**config.mk**
```make
export PLATFORM = sky130hd
export DESIGN_NAME = coin_change_dispenser
export DESIGN_NICKNAME = d
export VERILOG_FILES = /design/src/rtl/coin_change_dispenser_pkg.sv /design/src/rtl/coin_change_dispenser_greedy_select.sv /design/src/rtl/coin_change_dispenser.sv
export SDC_FILE = /design/constraint.sdc
export NUM_CORES = 1
export LEC_CHECK = 0
export BUFFER_PORTS_ARGS = -buffer_cell sky130_fd_sc_hd__buf_4
export CAP_MARGIN = 30
export CORE_MARGIN = 3
export CORE_UTILIZATION = 57
export CTS_CLUSTER_DIAMETER = 150
export DETAILED_ROUTE_END_ITERATION = 6
export PLACE_DENSITY = 0.81
export SLEW_MARGIN = 15
export SYNTH_ARGS = -nofsm -noshare
export SYNTH_HDL_FRONTEND = slang
export SYNTH_SLANG_ARGS = --single-unit
```
**constraint.sdc**
```tcl
create_clock -name i_clk -period 3.1 [get_ports i_clk]
set_input_delay 0.31 -clock i_clk [delete_from_list [all_inputs] [get_ports i_clk]]
set_output_delay 0.31 -clock i_clk [all_outputs]
set_load 0.01 [all_outputs]
```
**src/rtl/coin_change_dispenser_pkg.sv**
```systemverilog
// Shared vending definitions: coin values, dispenser state encoding and the
// one-hot coin type that both the acceptor and the dispenser use.
package coin_change_dispenser_pkg;

    localparam logic [5:0] COIN_5  = 6'd5;
    localparam logic [5:0] COIN_10 = 6'd10;
    localparam logic [5:0] COIN_25 = 6'd25;

    typedef enum logic [2:0] {
        ST_IDLE,
        ST_SELECT,
        ST_EJECT,
        ST_RELEASE,
        ST_DONE,
        ST_SHORT
    } state_e;

    // One-hot coin selector; all-zero means "no coin".
    typedef struct packed {
        logic c25;
        logic c10;
        logic c5;
    } coin_oh_t;

    // Cent value of a one-hot coin (0 when nothing is selected).
    function automatic logic [5:0] coin_value(input coin_oh_t c);
        logic [5:0] v;
        v = 6'd0;
        if (c.c25)      v = COIN_25;
        else if (c.c10) v = COIN_10;
        else if (c.c5)  v = COIN_5;
        return v;
    endfunction

endpackage

```
**src/rtl/coin_change_dispenser_greedy_select.sv**
```systemverilog
// coin_greedy_select: combinational greedy 25/10/5 coin choice.
// Ports:
//   i_owed     remaining cents to pay
//   i_cnt_25/10/5  tube inventories
//   o_choice   one-hot coin to eject (zero when none is possible)
//   o_none     no tube can cover any part of the remainder
module coin_greedy_select
    import coin_change_dispenser_pkg::*;
#(
    parameter int TUBE_W = 4
) (
    input  logic [5:0]        i_owed,
    input  logic [TUBE_W-1:0] i_cnt_25,
    input  logic [TUBE_W-1:0] i_cnt_10,
    input  logic [TUBE_W-1:0] i_cnt_5,
    output coin_oh_t          o_choice,
    output logic              o_none
);

    logic w_ok_25;
    logic w_ok_10;
    logic w_ok_5;

    // A coin is usable only if it fits in the remainder and its tube is
    // non-empty; this is what keeps the tube counters from underflowing.
    assign w_ok_25 = (i_owed >= COIN_25) && (i_cnt_25 != '0);
    assign w_ok_10 = (i_owed >= COIN_10) && (i_cnt_10 != '0);
    assign w_ok_5  = (i_owed >= COIN_5)  && (i_cnt_5  != '0);

    always_comb begin
        o_choice     = '0;
        o_choice.c25 = w_ok_25;
        o_choice.c10 = !w_ok_25 && w_ok_10;
        o_choice.c5  = !w_ok_25 && !w_ok_10 && w_ok_5;
    end

    assign o_none = !(w_ok_25 || w_ok_10 || w_ok_5);

endmodule

```
**src/rtl/coin_change_dispenser.sv**
```systemverilog
// coin_change_dispenser: pays out a change amount one coin at a time using a
// greedy 25/10/5 choice against per-tube inventories, with a two-phase
// (assert / wait ack high / wait ack low) handshake to the ejector.
// Ports:
//   i_clk, i_rst            clock, asynchronous active-high reset
//   i_change_req/amt        one-cycle request with amount in cents (IDLE only)
//   i_coin_ack              ejector level: coin has dropped
//   i_refill                reload all tubes (IDLE only)
//   o_eject_25/10/5         one-hot solenoid drive, held until acknowledged
//   o_busy                  payout in progress
//   o_done/o_short/o_err    one-cycle status pulses
//   o_owed                  unpaid remainder
//   o_cnt_25/10/5           tube inventories
module coin_change_dispenser
    import coin_change_dispenser_pkg::*;
#(
    parameter int TUBE_W    = 4,
    parameter int TUBE_FULL = 8
) (
    input  logic              i_clk,
    input  logic              i_rst,
    input  logic              i_change_req,
    input  logic [5:0]        i_change_amt,
    input  logic              i_coin_ack,
    input  logic              i_refill,
    output logic              o_eject_25,
    output logic              o_eject_10,
    output logic              o_eject_5,
    output logic              o_busy,
    output logic              o_done,
    output logic              o_short,
    output logic              o_err,
    output logic [5:0]        o_owed,
    output logic [TUBE_W-1:0] o_cnt_25,
    output logic [TUBE_W-1:0] o_cnt_10,
    output logic [TUBE_W-1:0] o_cnt_5
);

    localparam logic [TUBE_W-1:0] FULL = TUBE_W'(TUBE_FULL);
    localparam logic [TUBE_W-1:0] ONE  = TUBE_W'(1);

    state_e            r_state, w_state_next;
    logic [5:0]        r_owed, w_owed_next;
    logic [TUBE_W-1:0] r_cnt_25, w_cnt_25_next;
    logic [TUBE_W-1:0] r_cnt_10, w_cnt_10_next;
    logic [TUBE_W-1:0] r_cnt_5, w_cnt_5_next;
    coin_oh_t          r_eject, w_eject_next;
    logic              r_busy, w_busy_next;
    logic              r_done, w_done_next;
    logic              r_short, w_short_next;
    logic              r_err, w_err_next;

    coin_oh_t          w_choice;
    logic              w_none;

    coin_greedy_select #(.TUBE_W(TUBE_W)) u_select (
        .i_owed   (r_owed),
        .i_cnt_25 (r_cnt_25),
        .i_cnt_10 (r_cnt_10),
        .i_cnt_5  (r_cnt_5),
        .o_choice (w_choice),
        .o_none   (w_none)
    );

    always_ff @(posedge i_clk or posedge i_rst) begin
        if (i_rst) begin
            r_state  <= ST_IDLE;
            r_owed   <= 6'd0;
            r_cnt_25 <= FULL;
            r_cnt_10 <= FULL;
            r_cnt_5  <= FULL;
            r_eject  <= '0;
            r_busy   <= 1'b0;
            r_done   <= 1'b0;
            r_short  <= 1'b0;
            r_err    <= 1'b0;
        end else begin
            r_state  <= w_state_next;
            r_owed   <= w_owed_next;
            r_cnt_25 <= w_cnt_25_next;
            r_cnt_10 <= w_cnt_10_next;
            r_cnt_5  <= w_cnt_5_next;
            r_eject  <= w_eject_next;
            r_busy   <= w_busy_next;
            r_done   <= w_done_next;
            r_short  <= w_short_next;
            r_err    <= w_err_next;
        end
    end

    always_comb begin
        w_state_next  = r_state;
        w_owed_next   = r_owed;
        w_cnt_25_next = r_cnt_25;
        w_cnt_10_next = r_cnt_10;
        w_cnt_5_next  = r_cnt_5;
        w_eject_next  = r_eject;
        w_busy_next   = r_busy;
        w_done_next   = 1'b0;
        w_short_next  = 1'b0;
        w_err_next    = 1'b0;

        case (r_state)
            ST_IDLE: begin
                // Refill applies even when a request arrives in the same cycle.
                if (i_refill) begin
                    w_cnt_25_next = FULL;
                    w_cnt_10_next = FULL;
                    w_cnt_5_next  = FULL;
                end
                if (i_change_req) begin
                    if ((i_change_amt % 6'd5) != 6'd0) begin
                        w_err_next = 1'b1;
                    end else if (i_change_amt == 6'd0) begin
                        // Nothing to pay: acknowledge without ever going busy.
                        w_owed_next  = 6'd0;
                        w_done_next  = 1'b1;
                        w_state_next = ST_DONE;
                    end else begin
                        w_owed_next  = i_change_amt;
                        w_busy_next  = 1'b1;
                        w_state_next = ST_SELECT;
                    end
                end
            end
            ST_SELECT: begin
                if (w_none) begin
                    w_short_next = 1'b1;
                    w_state_next = ST_SHORT;
                end else begin
                    w_eject_next = w_choice;
                    w_state_next = ST_EJECT;
                end
            end
            ST_EJECT: begin
                if (i_coin_ack) begin
                    // The selector already guaranteed owed >= coin and tube > 0.
                    w_eject_next = '0;
                    w_owed_next  = r_owed - coin_value(r_eject);
                    if (r_eject.c25) w_cnt_25_next = r_cnt_25 - ONE;
                    if (r_eject.c10) w_cnt_10_next = r_cnt_10 - ONE;
                    if (r_eject.c5)  w_cnt_5_next  = r_cnt_5 - ONE;
                    w_state_next = ST_RELEASE;
                end
            end
            ST_RELEASE: begin
                // Wait for the ejector to finish its cycle before the next coin.
                if (!i_coin_ack) begin
                    if (r_owed == 6'd0) begin
                        w_done_next  = 1'b1;
                        w_state_next = ST_DONE;
                    end else begin
                        w_state_next = ST_SELECT;
                    end
                end
            end
            ST_DONE, ST_SHORT: begin
                w_busy_next  = 1'b0;
                w_state_next = ST_IDLE;
            end
            default: begin
                w_eject_next = '0;
                w_busy_next  = 1'b0;
                w_state_next = ST_IDLE;
            end
        endcase
    end

    assign o_eject_25 = r_eject.c25;
    assign o_eject_10 = r_eject.c10;
    assign o_eject_5  = r_eject.c5;
    assign o_busy     = r_busy;
    assign o_done     = r_done;
    assign o_short    = r_short;
    assign o_err      = r_err;
    assign o_owed     = r_owed;
    assign o_cnt_25   = r_cnt_25;
    assign o_cnt_10   = r_cnt_10;
    assign o_cnt_5    = r_cnt_5;

endmodule

```
==> results of run 1 <==
## synthesized netlist by cell type (2+ instances only)
cell type | instances | area [µm²]
a211oi_2 | 2 | 25.0
a21o_1 | 3 | 22.5
a21oi_1 | 11 | 55.1
a22oi_1 | 4 | 30.0
a2bb2oi_1 | 2 | 17.5
a31oi_1 | 2 | 12.5
a32oi_1 | 2 | 17.5
a41oi_1 | 2 | 17.5
and2_1 | 3 | 18.8
buf_2 | 4 | 20.0
buf_4 | 2 | 15.0
dfrtp_1 | 25 | 626
dfstp_2 | 3 | 78.8
ha_1 | 13 | 163
inv_1 | 20 | 75.1
mux2_4 | 3 | 45.0
mux2i_1 | 2 | 20.0
nand2_1 | 23 | 86.3
nand2b_1 | 2 | 12.5
nand3_1 | 8 | 40.0
nor2_1 | 24 | 90.1
nor2b_1 | 5 | 31.3
nor3_1 | 6 | 30.0
nor3b_1 | 4 | 30.0
nor4_1 | 4 | 25.0
o21a_1 | 4 | 30.0
o21ai_0 | 15 | 75.1
o22a_1 | 2 | 17.5
o22ai_1 | 3 | 18.8
o32ai_1 | 2 | 17.5
or3_1 | 3 | 18.8
xnor2_1 | 7 | 61.3
xor2_1 | 5 | 43.8
## power by group
| group | switching (mW) | total [mW] | internal [mW] |
|---|---|---|---|
| clock | 0.103 | 0.175 | 0.0717 |
| sequential | 0.200 | 0.710 | 0.510 |
| combinational | 0.600 | 1.15 | 0.554 |
| total | 0.904 | 2.04 | 1.14 |
## logic make-up after synthesis
kind of cell    after synthesis
mux                           6
simple gates                 89
fa+ha+maj                    14
buf+inv                      27
xor+xnor                     13
compound gates               61
flops                        28
## sequential cells by signal, summed over array words and instances, names as in the netlist
register	flops
o_short	1
o_cnt_10	4
o_cnt_25	4
o_cnt_5	4
o_eject_5	1
o_busy	1
o_eject_10	1
o_err	1
o_eject_25	1
o_owed	6
r_state	3
o_done	1
## area by class of cell
class,count,share of cell area
Inverter,20,0.0312
Clock buffer,4,0.0151
Sequential cell,28,0.292
Tap cell,46,0.0239
Multi-Input combinational cell,183,0.516
Timing Repair Buffer,38,0.122
## per-stage QoR
stage / setup TNS, ns / instances / hold WS [ns] / cell area, µm²
finish: 0 / 319 / 0.0596 / 2410
global route: 0 / 319 / 0.104 / 2410
CTS: 0 / 319 / 0.0843 / 2410
detailed placement: -0.0497 / 315 / 0.445 / 2370
global placement: 0 / 314 / 0.522 / 2360
floorplan: 0 / 238 / 0.373 / 2070
## worst max-delay path by stage
stage	end	cells past startpoint	from	slack, ns
final	o_owed[2]	12	i_change_amt[5]	0.30
after global routing	o_owed[2]	12	i_change_amt[5]	0.13
after CTS	o_owed[2]	12	i_change_amt[5]	0.33
after detailed placement	o_owed[4]	12	i_change_amt[5]	-0.02
after global placement	o_owed[1]	12	i_change_amt[5]	0.13
after floorplan	o_owed[1]	12	i_change_amt[2]	0.37
## routing by layer
layer / wire (µm) / share of wire
met3: 205 / 0.043
met1: 2220 / 0.47
met4: 25 / 0.0053
met2: 2290 / 0.48
met5: 0 / 0
==> results, run 1 <==
- The global routing usage on met2 is 0.380.
- The critical path data arrival time is 3.02 ns.
- Setup violations remaining at the end of the flow were counted as 0.
- The peak fanout along the critical path is 13.
- The required arrival time at the worst endpoint is 3.32 ns.
- The initial antenna violation count came to 0.
- The worst supply voltage drop on vdd is 0.519 mV.
- The total power of the final layout is 2.04 mW.
- The path type of the worst setup path is in -> reg.
- The first TritonRoute pass finished after 4 iterations.
- At the end of routability-driven placement, the weighted congestion stood at 0.842.
- The TritonCTS buffer count is 3.
- The count of buffers added on input and output ports is 35.
- Clock-pin slew was measured on the worst setup and hold paths at 0.15 ns.
- The layer flagged by global routing as most heavily used is met2.
- The worst-case headroom to the max-slew limit is 0.562.
- The tree is rooted in a clkbuf_4.
- The most common library cell in the layout ignoring fill and taps is buf_4.
- The static leakage is 1.13 nW.
- For this run, global-route usage on met1 was measured as 0.337.
- For this run, the total global-route usage over all layers was measured as 0.231.
- STA classifies the critical path startpoint as an input port.
- In this run the remaining antenna-violating nets after routing total 0.
- The flow ran to the end, and the final reports show no timing, DRC or antenna violations.
- The count of hold buffers inserted by post-cts repair is 0.
- The routed via count is 1884.
- In this design, the largest share of critical-path delay is due to compound AO/OA/AOI/OAI gates.
- The count of flip-flops with a built-in enable after synthesis is 0.
- The category of the worst setup path capture point is a flip-flop.
- The combinational family with the most area after synthesis is simple AND/OR/NAND/NOR gates.
- Between clock sinks in the finished design, the worst skew comes to 0.0102 ns.
- The number of top-level pins is 36.
- In this run the critical register-to-register path is captured at o_cnt_25[3].
- The Yosys step of the flow raised 0 warnings.
- For this run, the leading register cell type out of synthesis is dfrtp_1.
- The global-route wire length before repair is 8030 µm.
- The synthesized area per cell is 8.69 µm².
- The repair_antennas step left the layout with diodes totalling 0.
- In the layout the commonest cells are buf_4 (37), dfrtp_1 (25), nor2_1 (24), nand2_1 (23), inv_1 (20).
- The worst register-to-register path begins at r_state[2].
- For this design, the sink count on the clock tree is 28.
- Across all setup checks in the final design, the least slack found is 0.297 ns.
- The path class of the tightest hold or removal check is in -> async.
- The worst setup timing slack at the placement stage is -0.0184 ns.
- The number of global-route vias before repair came to 1679.
- Summing all flip-flop and latch instances after layout gives 704 µm².
- Dividing total power by cell area gives a power density of 847 mW/mm².
- The largest individual stage delay along the critical path comes from the cell nor2b_1.
- The number of vias per cell is 5.91.
- The clock period minus worst slack is 2.80 ns.
- The count of final max-slew check failures came to 0.
- Summed over all layers, the routed wires come to 4740 µm.
- The average wire length per cell after detail routing is 14.8 µm.
- The worst register-to-register path has a depth of 7.
- The detailed router finished its first iteration with 133 violations.
- For the worst-skew pair, the clock arrives at the later sink with an insertion delay of 0.32 ns.
- The net count of the mapped netlist is 263.
- After the last flow step, the layout net total stands at 299.
- The worst register-to-register path has a setup slack of 0.83 ns.
- The number of placement rows is 21.
- The final HPWL from detailed placement is 3700 µm.
- The final hold violation count is 0.
- The die height is 66.2 µm.
- The multi-input combinational cells in the finished layout cover a total of 0.00124 mm².
- The filler cells instantiated in the layout total 295.
- The post-CTS setup-driven buffer insertion count is 0.
- The maximum achievable frequency is 357 MHz.
- The simple-gate portion of the synthesized area is 0.211.
- The maximum level of the CTS H-tree is 1.
- Setup repair after global routing left no endpoint under its margin.
- The tool flagged a number of max-cap violations equal to 0.
- The detailed-route DRC error count is 0.
- The sequential cell area fraction in the yosys report is 0.341.
- Post-CTS repair changed the size of 0 cells.
- The floorplan core area is 0.00342 mm².
- Measured against the total synthesized area, the mux share comes to 0.0369.
- Counting flops with an async set or reset pin after synthesis yields a share of 1.00.
- The count of distinct cell types in the synthesized netlist is 51.
- The total global routing overflow is 0.
- TritonCTS built the clock tree.
- The initial utilization of the core area, before any placement, comes to 0.605.
- The die covers 0.00439 mm².
- The share of the synthesized area in compound gates (AO/OA/AOI/OAI) is 0.206.
- The growth of design area from synthesis to finish is 16.5%.
- The flip-flop and latch count after synthesis is 28.
- Of the total synthesized cell area, the portion taken by XOR and XNOR cells is 0.0587.
- Summing every instance area after synthesis gives 0.00207 mm².
- The end-of-flow core utilization is 0.705.
- Entering global routing, the biggest net connects 18 pins.
- The signal on the critical path passes through buf_4 -> nor2b_1 -> a22oi_1 -> and2_1 -> ha_1 -> xnor2_1 -> a32o_1 -> o21a_1 -> o21ai_0 -> nor2_1 -> a21oi_4 -> mux2_4.
- The measured slew at the worst slew-check pin is 0.656 ns.
- In the final layout, the share of cells above drive strength 1 is 0.205.
- In this design, the stage delay of the slowest critical-path cell is 0.37 ns.
- For met3 alone, demand over resource in global routing was 0.0204.
- The synthesized-area fraction occupied by adder cells is 0.0883.
- Together, buffers and inverters on the worst path number 1.
- The number of buffers between clock root and the deepest sink is 2.
- The floorplan step set the die width to 66.2 µm.
- In the synthesized netlist, the number of instances is 238.
- In the finished design, the share of the clock period the worst path needs comes to 0.904.
(Power assumes the default switching activity.)
==> run 2, diff against run 1 <==
--- a/config.mk
+++ b/config.mk
@@ -7,5 +7,4 @@
 export LEC_CHECK = 0
 export BUFFER_PORTS_ARGS = -buffer_cell sky130_fd_sc_hd__buf_4
-export CAP_MARGIN = 30
 export CORE_MARGIN = 3
 export CORE_UTILIZATION = 57
==> constraint.sdc (replaced) <==
create_clock -name i_clk -period 3.1 [get_ports i_clk]
set_input_delay 0.62 -clock i_clk [delete_from_list [all_inputs] [get_ports i_clk]]
set_output_delay 0.62 -clock i_clk [all_outputs]
set_load 0.01 [all_outputs]
==> results, run 2 (synthesized netlist as in run 1, its figures left out) <==
- The largest clock skew in the final design is 0.00160 ns (-0.00862 ns).
- The final setup TNS is 0 ns (unchanged).
- Setup repair after global routing left no endpoint under its margin.
- The floorplan core area came to 0.00342 mm² (unchanged).
- The post-layout instance count excluding filler cells is 329 (+3.1%).
- The delay of the slowest cell on the worst path is 0.29 ns (-0.08 ns).
- The master cell of the clock root buffer is clkbuf_4.
- The kind of cell adding the most delay to the critical path is compound AO/OA/AOI/OAI gates.
- The initial antenna violation count is 0 (unchanged).
- The met2 wire length was 2200 µm (-4.1%).
- The average wire length per cell after detail routing is 14.4 µm (-2.9%).
- The power per cell area is 831 mW/mm² (-1.8%).
- The pin count of the biggest net entering global routing is 28 (+10).
- The clock latency of the later-clocked register in the worst-skew pair is 0.33 ns (about the same).
- The worst setup path is launched from an input port.
- The clock slew seen by the registers of the worst setup and hold paths is 0.15 ns (about the same).
- The final hold violation count is 0 (unchanged).
- The count of final max-slew check failures came to 0 (unchanged).
- The horizontal extent of the die is 66.2 µm (unchanged).
- The area of the die is 0.00439 mm² (unchanged).
- The flow ran to the end, and the final reports show no timing, DRC or antenna violations.
- The die height is 66.2 µm (unchanged).
- The number of cells after detailed placement is 325 (+3.2%).
- The total global routing overflow was 0 (unchanged).
- The total wirelength of the detailed-routed design was 4740 µm (+0.13%).
- The critical path data arrival time is 3.12 ns (+0.10 ns).
- The number of top-level pins is 36 (unchanged).
- The fraction of final layout cells with drive strength greater than 1 was 0.233 (+0.0281).
- The number of global-route vias before repair was 1710 (+1.8%).
- The detailed router used layers up to and including met4.
- The max-cap violation count is 0 (unchanged).
- The net count reported at finish is 309 (+3.3%).
- The maximum level of the CTS H-tree is 1 (unchanged).
- The required arrival time at the worst endpoint is 3.37 ns (+0.05 ns).
- The final setup violation count is 0 (unchanged).
- The growth of design area from synthesis to finish is 19.7%.
- The final HPWL from detailed placement is 3740 µm (+1.1%).
- The maximum achievable frequency was 351 MHz (-1.7%).
- The worst hold path class is in -> async.
- The antenna cell count is 0 (unchanged).
- The number of vias per cell came to 5.75 (-2.6%).
- The measured slew at the worst slew-check pin is 1.01 ns (+0.356 ns).
- The clock period minus worst slack is 2.85 ns (+0.0483 ns).
- The placed cell area is 0.00244 mm² (+2.8%).
- The routed metal-1 wirelength is 2270 µm (+2.4%).
- The count of buffers inserted at the top-level ports was 35 (unchanged).
- The worst supply voltage drop on vdd was 0.487 mV (-6.3%).
- The highest-delay cell along the critical path is o21ai_0.
- TritonCTS built the clock tree.
- The first-pass iteration count of the detailed router was 4 (unchanged).
- The number of placement rows is 21 (unchanged).
- The routed via count came to 1892 (+0.42%).
- The TritonCTS buffer count is 3 (unchanged).
- The peak fanout along the critical path is 7 (-6).
- The remaining antenna violation count after routing came to 0 (unchanged).
- Walking the worst path, the cells encountered are buf_4 -> xnor2_1 -> a22oi_1 -> and2_1 -> ha_1 -> inv_1 -> a32o_1 -> o21a_1 -> o21ai_0 -> nor2_1 -> a21oi_4 -> buf_4 -> mux2i_1.
- The most numerous cell on the critical path is buf_4.
- The summed area of non-filler cells in the final layout is 0.00248 mm² (+2.8%).
- The post-cts sizing count is 0 (unchanged).
- The static leakage is 1.18 nW (+3.9%).
- The final critical-path share of the clock period was 0.920 (+0.0156).
- The total met3 wirelength after detailed routing is 250 µm (+22%).
- The weighted congestion at the end of routability-driven global placement was 0.845 (+0.32%).
- The global-route wire length before repair is 7870 µm (-2.0%).
- The post-CTS setup-driven buffer insertion count is 0 (unchanged).
- The total number of clock tree sinks came to 28 (unchanged).
- The detailed-route DRC error count is 0 (unchanged).
- The critical path in this run is classified as in -> reg.
- The most common library cell in the layout ignoring fill and taps is buf_4.
- The flip-flop count of the largest register, all copies and words added came to 6 (unchanged).
- The worst-case headroom to the max-slew limit is 0.324 (-0.238).
- The category of the worst setup path capture point is a flip-flop.
- The number of buffers between clock root and the deepest sink is 2 (unchanged).
- The top cell types in the final layout, fill and taps aside, are buf_4 (48), dfrtp_1 (25), nor2_1 (24), nand2_1 (23), inv_1 (20).
- The critical path buffer and inverter count was 3 (+2).
- The starting DRC count in detailed routing came to 110 (-17%).
- The overall fraction of global-route tracks in use was 0.229 (-0.00187).
- The initial cell density of the core is 0.605 (unchanged).
- The count of hold buffers inserted by post-cts repair is 0 (unchanged).
==> run 2: area by class of cell <==
class / instances / area, µm²
Multi-Input combinational cell: 183 / 1240
Fill cell: 293 / 940
Sequential cell: 28 / 704
Timing Repair Buffer: 48 / 360
Inverter: 20 / 75.1
Tap cell: 46 / 57.6
Clock buffer: 4 / 36.3
==> run 2: per-layer routing <==
layer	track usage	vias to the layer above
met5	0	-
li1	-	932
met2	0.374	51
met3	0.0238	3
met1	0.328	906
met4	0.0457	0
==> run 2: stage by stage <==
step	util	hold slack, ns	total power [mW]	setup slack (ns)
global placement	0.714	0.526	1.84	0.0374
finish	0.725	0.508	2.06	0.249
global route	0.725	0.583	2.24	0.0676
floorplan	-	0.558	1.46	0.0585
detailed placement	0.714	0.524	1.87	-0.110
CTS	0.725	0.536	2.05	0.247
==> run 2: worst paths after layout <==
kind	from	to	slack, ns	cells after the start
worst min-delay path	i_rst	r_state[0]	0.51	2
max in group asynchronous	i_rst	o_cnt_25[3]	1.89	3
min in group i_clk	o_busy	o_busy	0.54	2
worst max-delay path	i_change_amt[2]	o_owed[3]	0.25	13
worst min register to register	o_busy	o_busy	0.54	2
worst max register to register	o_eject_25	o_owed[5]	0.82	10
==> run 2: where the power goes <==
part | internal, mW | switching [mW]
clock network | 0.0720 | 0.111
logic | 0.567 | 0.601
registers | 0.510 | 0.197
==> run 3, diff against run 2 <==
BUFFER_PORTS_ARGS = -buffer_cell sky130_fd_sc_hd__buf_2   (was -buffer_cell sky130_fd_sc_hd__buf_4)
==> results, run 3 (synthesized netlist as in run 1, its figures left out) <==
- The required arrival time at the worst endpoint is 3.33 ns (-0.04 ns).
- The horizontal extent of the die is 66.2 µm (unchanged).
- The setup slack of the most critical reg-to-reg path is 0.84 ns (+0.02 ns).
- The power per cell area is 855 mW/mm² (+2.9%).
- The area of the die is 0.00439 mm² (unchanged).
- The launch point of the worst reg-to-reg path is o_owed[1].
- The worst-case headroom to the max-slew limit is 0.340 (+0.0158).
- The fraction of final layout cells with drive strength greater than 1 is 0.233 (unchanged).
- The final hold violation count is 0 (unchanged).
- The post-cts sizing count is 0 (unchanged).
- The number of buffers between clock root and the deepest sink is 2 (unchanged).
- The flow ran to the end, and the final reports show no timing, DRC or antenna violations.
- The final setup violation count came to 0 (unchanged).
- The routed via count is 1880 (-0.63%).
- The floorplan core area is 0.00342 mm² (unchanged).
- The capture instance of the worst register-to-register path is r_state[0].
- The number of vias per cell was 5.71 (-0.63%).
- The die height was 66.2 µm (unchanged).
- The total wirelength of the detailed-routed design was 4610 µm (-2.9%).
- The measured slew at the worst slew-check pin is 0.983 ns (-0.0287 ns).
- The clock slew seen by the registers of the worst setup and hold paths came to 0.16 ns (about the same).
- The global routing usage on met1 was 0.322 (-0.00532).
- The largest clock skew in the final design came to 0.0148 ns (+0.0132 ns).
- The flip-flop count of the largest register, all copies and words added is 6 (unchanged).
- The max-cap violation count is 0 (unchanged).
- The count of hold buffers inserted by post-cts repair is 0 (unchanged).
- The detailed-route DRC error count is 0 (unchanged).
- The worst hold path class is in -> async.
- The overall fraction of global-route tracks in use is 0.223 (-0.00571).
- The startpoint type of the worst setup path is an input port.
- The count of final max-slew check failures is 0 (unchanged).
- The worst hold-check slack is 0.355 ns (-0.153 ns).
- The end-of-flow core utilization is 0.704 (-0.0209).
- Leaving out fill and tap cells, the most frequent cell in the layout is buf_2.
- The TritonCTS clock tree is done.
- The number of cell instances on the worst register-to-register path is 7 (-3).
- The final critical-path share of the clock period is 0.920 (about the same).
- The layer flagged by global routing as most heavily used is met2.
- The worst supply voltage drop on vdd is 0.490 mV (+0.62%).
- The starting DRC count in detailed routing is 161 (+46%).
- The placed cell area was 0.00235 mm² (-3.6%).
- The pin count of the biggest net entering global routing came to 29 (+3.6%).
- The count of buffers inserted at the top-level ports is 35 (unchanged).
- The top cell types in the final layout, fill and taps aside, are buf_2 (35), dfrtp_1 (25), nor2_1 (24), nand2_1 (23), inv_1 (19).
- The clock period minus worst slack is 2.85 ns (+0.00240 ns).
- The first-pass iteration count of the detailed router is 5 (+1).
- The global-route wire length before repair is 7760 µm (-1.5%).
- The number of top-level pins came to 36 (unchanged).
- The number of placement rows is 21 (unchanged).
- The maximum level of the CTS H-tree is 1 (unchanged).
- The global-route met3 utilization was 0.0255 (+0.00170).
- The average wire length per cell after detail routing is 14.0 µm (-2.9%).
- The maximum achievable frequency is 350 MHz (about the same).
- The critical path data arrival time came to 3.09 ns (-0.03 ns).
- The total number of clock tree sinks came to 28 (unchanged).
- The remaining antenna violation count after routing is 0 (unchanged).
- The initial antenna violation count is 0 (unchanged).
- The number of global-route vias before repair came to 1715 (+0.29%).
- The clock latency of the later-clocked register in the worst-skew pair is 0.34 ns (about the same).
- The net count reported at finish is 309 (unchanged).
- The total global routing overflow is 0 (unchanged).
- The post-CTS setup-driven buffer insertion count is 0 (unchanged).
- The summed area of non-filler cells in the final layout is 0.00240 mm² (-2.9%).
- STA classifies the critical path endpoint as a flip-flop.
- Setup repair after global routing left no endpoint under its margin.
- The initial cell density of the core was 0.605 (unchanged).
- The total power of the final layout is 2.06 mW (about the same).
- The area growth from synthesis to layout is 16.3%.
- The peak fanout along the critical path was 7 (unchanged).
- The static leakage is 1.16 nW (-1.5%).
- Clock tree synthesis selected as its root buffer the cell clkbuf_4.
- By startpoint and endpoint, the worst setup path is classified as in -> reg.
- The global routing usage on met2 is 0.352 (-0.0223).
- The number of fill cells is 281 (-4.1%).
- The final HPWL from detailed placement is 3570 µm (-4.6%).
- The weighted congestion at the end of routability-driven global placement came to 0.873 (+3.3%).
- The antenna cell count was 0 (unchanged).
- The TritonCTS buffer count is 3 (unchanged).
==> run 3: through the flow <==
step / worst slack, ns / cells / setup TNS, ns
after floorplan: 0.0585 / 238 / 0
after global placement: 0.0424 / 325 / 0
after detailed placement: -0.102 / 325 / -0.440
after CTS: 0.267 / 329 / 0
after global routing: 0.0919 / 329 / 0
final: 0.247 / 329 / 0
==> run 3: layout make-up <==
type	instances	area (µm²)	area share
clock buffer	3	22.5	0.00937
clock inverter	1	30.0	0.0125
inverter	20	75.1	0.0312
multi-input combinational	183	1240	0.517
sequential	28	704	0.293
tap	46	57.6	0.0239
timing repair buffer	48	273	0.113
==> run 3: routing by layer <==
layer | part of all wire | vias up
met2 | 0.45 | 63
met1 | 0.48 | 872
met4 | 0.012 | 0
met5 | 0 | -
li1 | - | 939
met3 | 0.055 | 6
==> run 3: worst max-delay path: stages <==
cell and delay [ns]:
buf_2 0.13, nor3b_1 0.14, o21ai_0 0.21, and2_1 0.19, ha_1 0.25, inv_1 0.10
a32o_1 0.26, o21a_1 0.16, o21ai_0 0.29, nor2_1 0.15, a21oi_4 0.26, mux2_4 0.32
==> run 3: worst max path at each step <==
stage | to | from
2_1_floorplan | o_owed[1] | i_change_amt[2]
3_3_place_gp | o_owed[1] | i_change_amt[4]
3_5_place_dp | o_owed[4] | i_change_amt[4]
4_1_cts | o_owed[2] | i_change_amt[4]
5_1_grt | o_owed[2] | i_change_amt[4]
6_report | o_owed[2] | i_change_amt[4]
==> run 3: where the power goes <==
part / total, mW / switching, mW / internal, mW / leakage (nW)
registers: 0.698 / 0.189 / 0.509 / 0.353
logic: 1.12 / 0.612 / 0.503 / 0.780
clock network: 0.243 / 0.112 / 0.131 / 0.0279
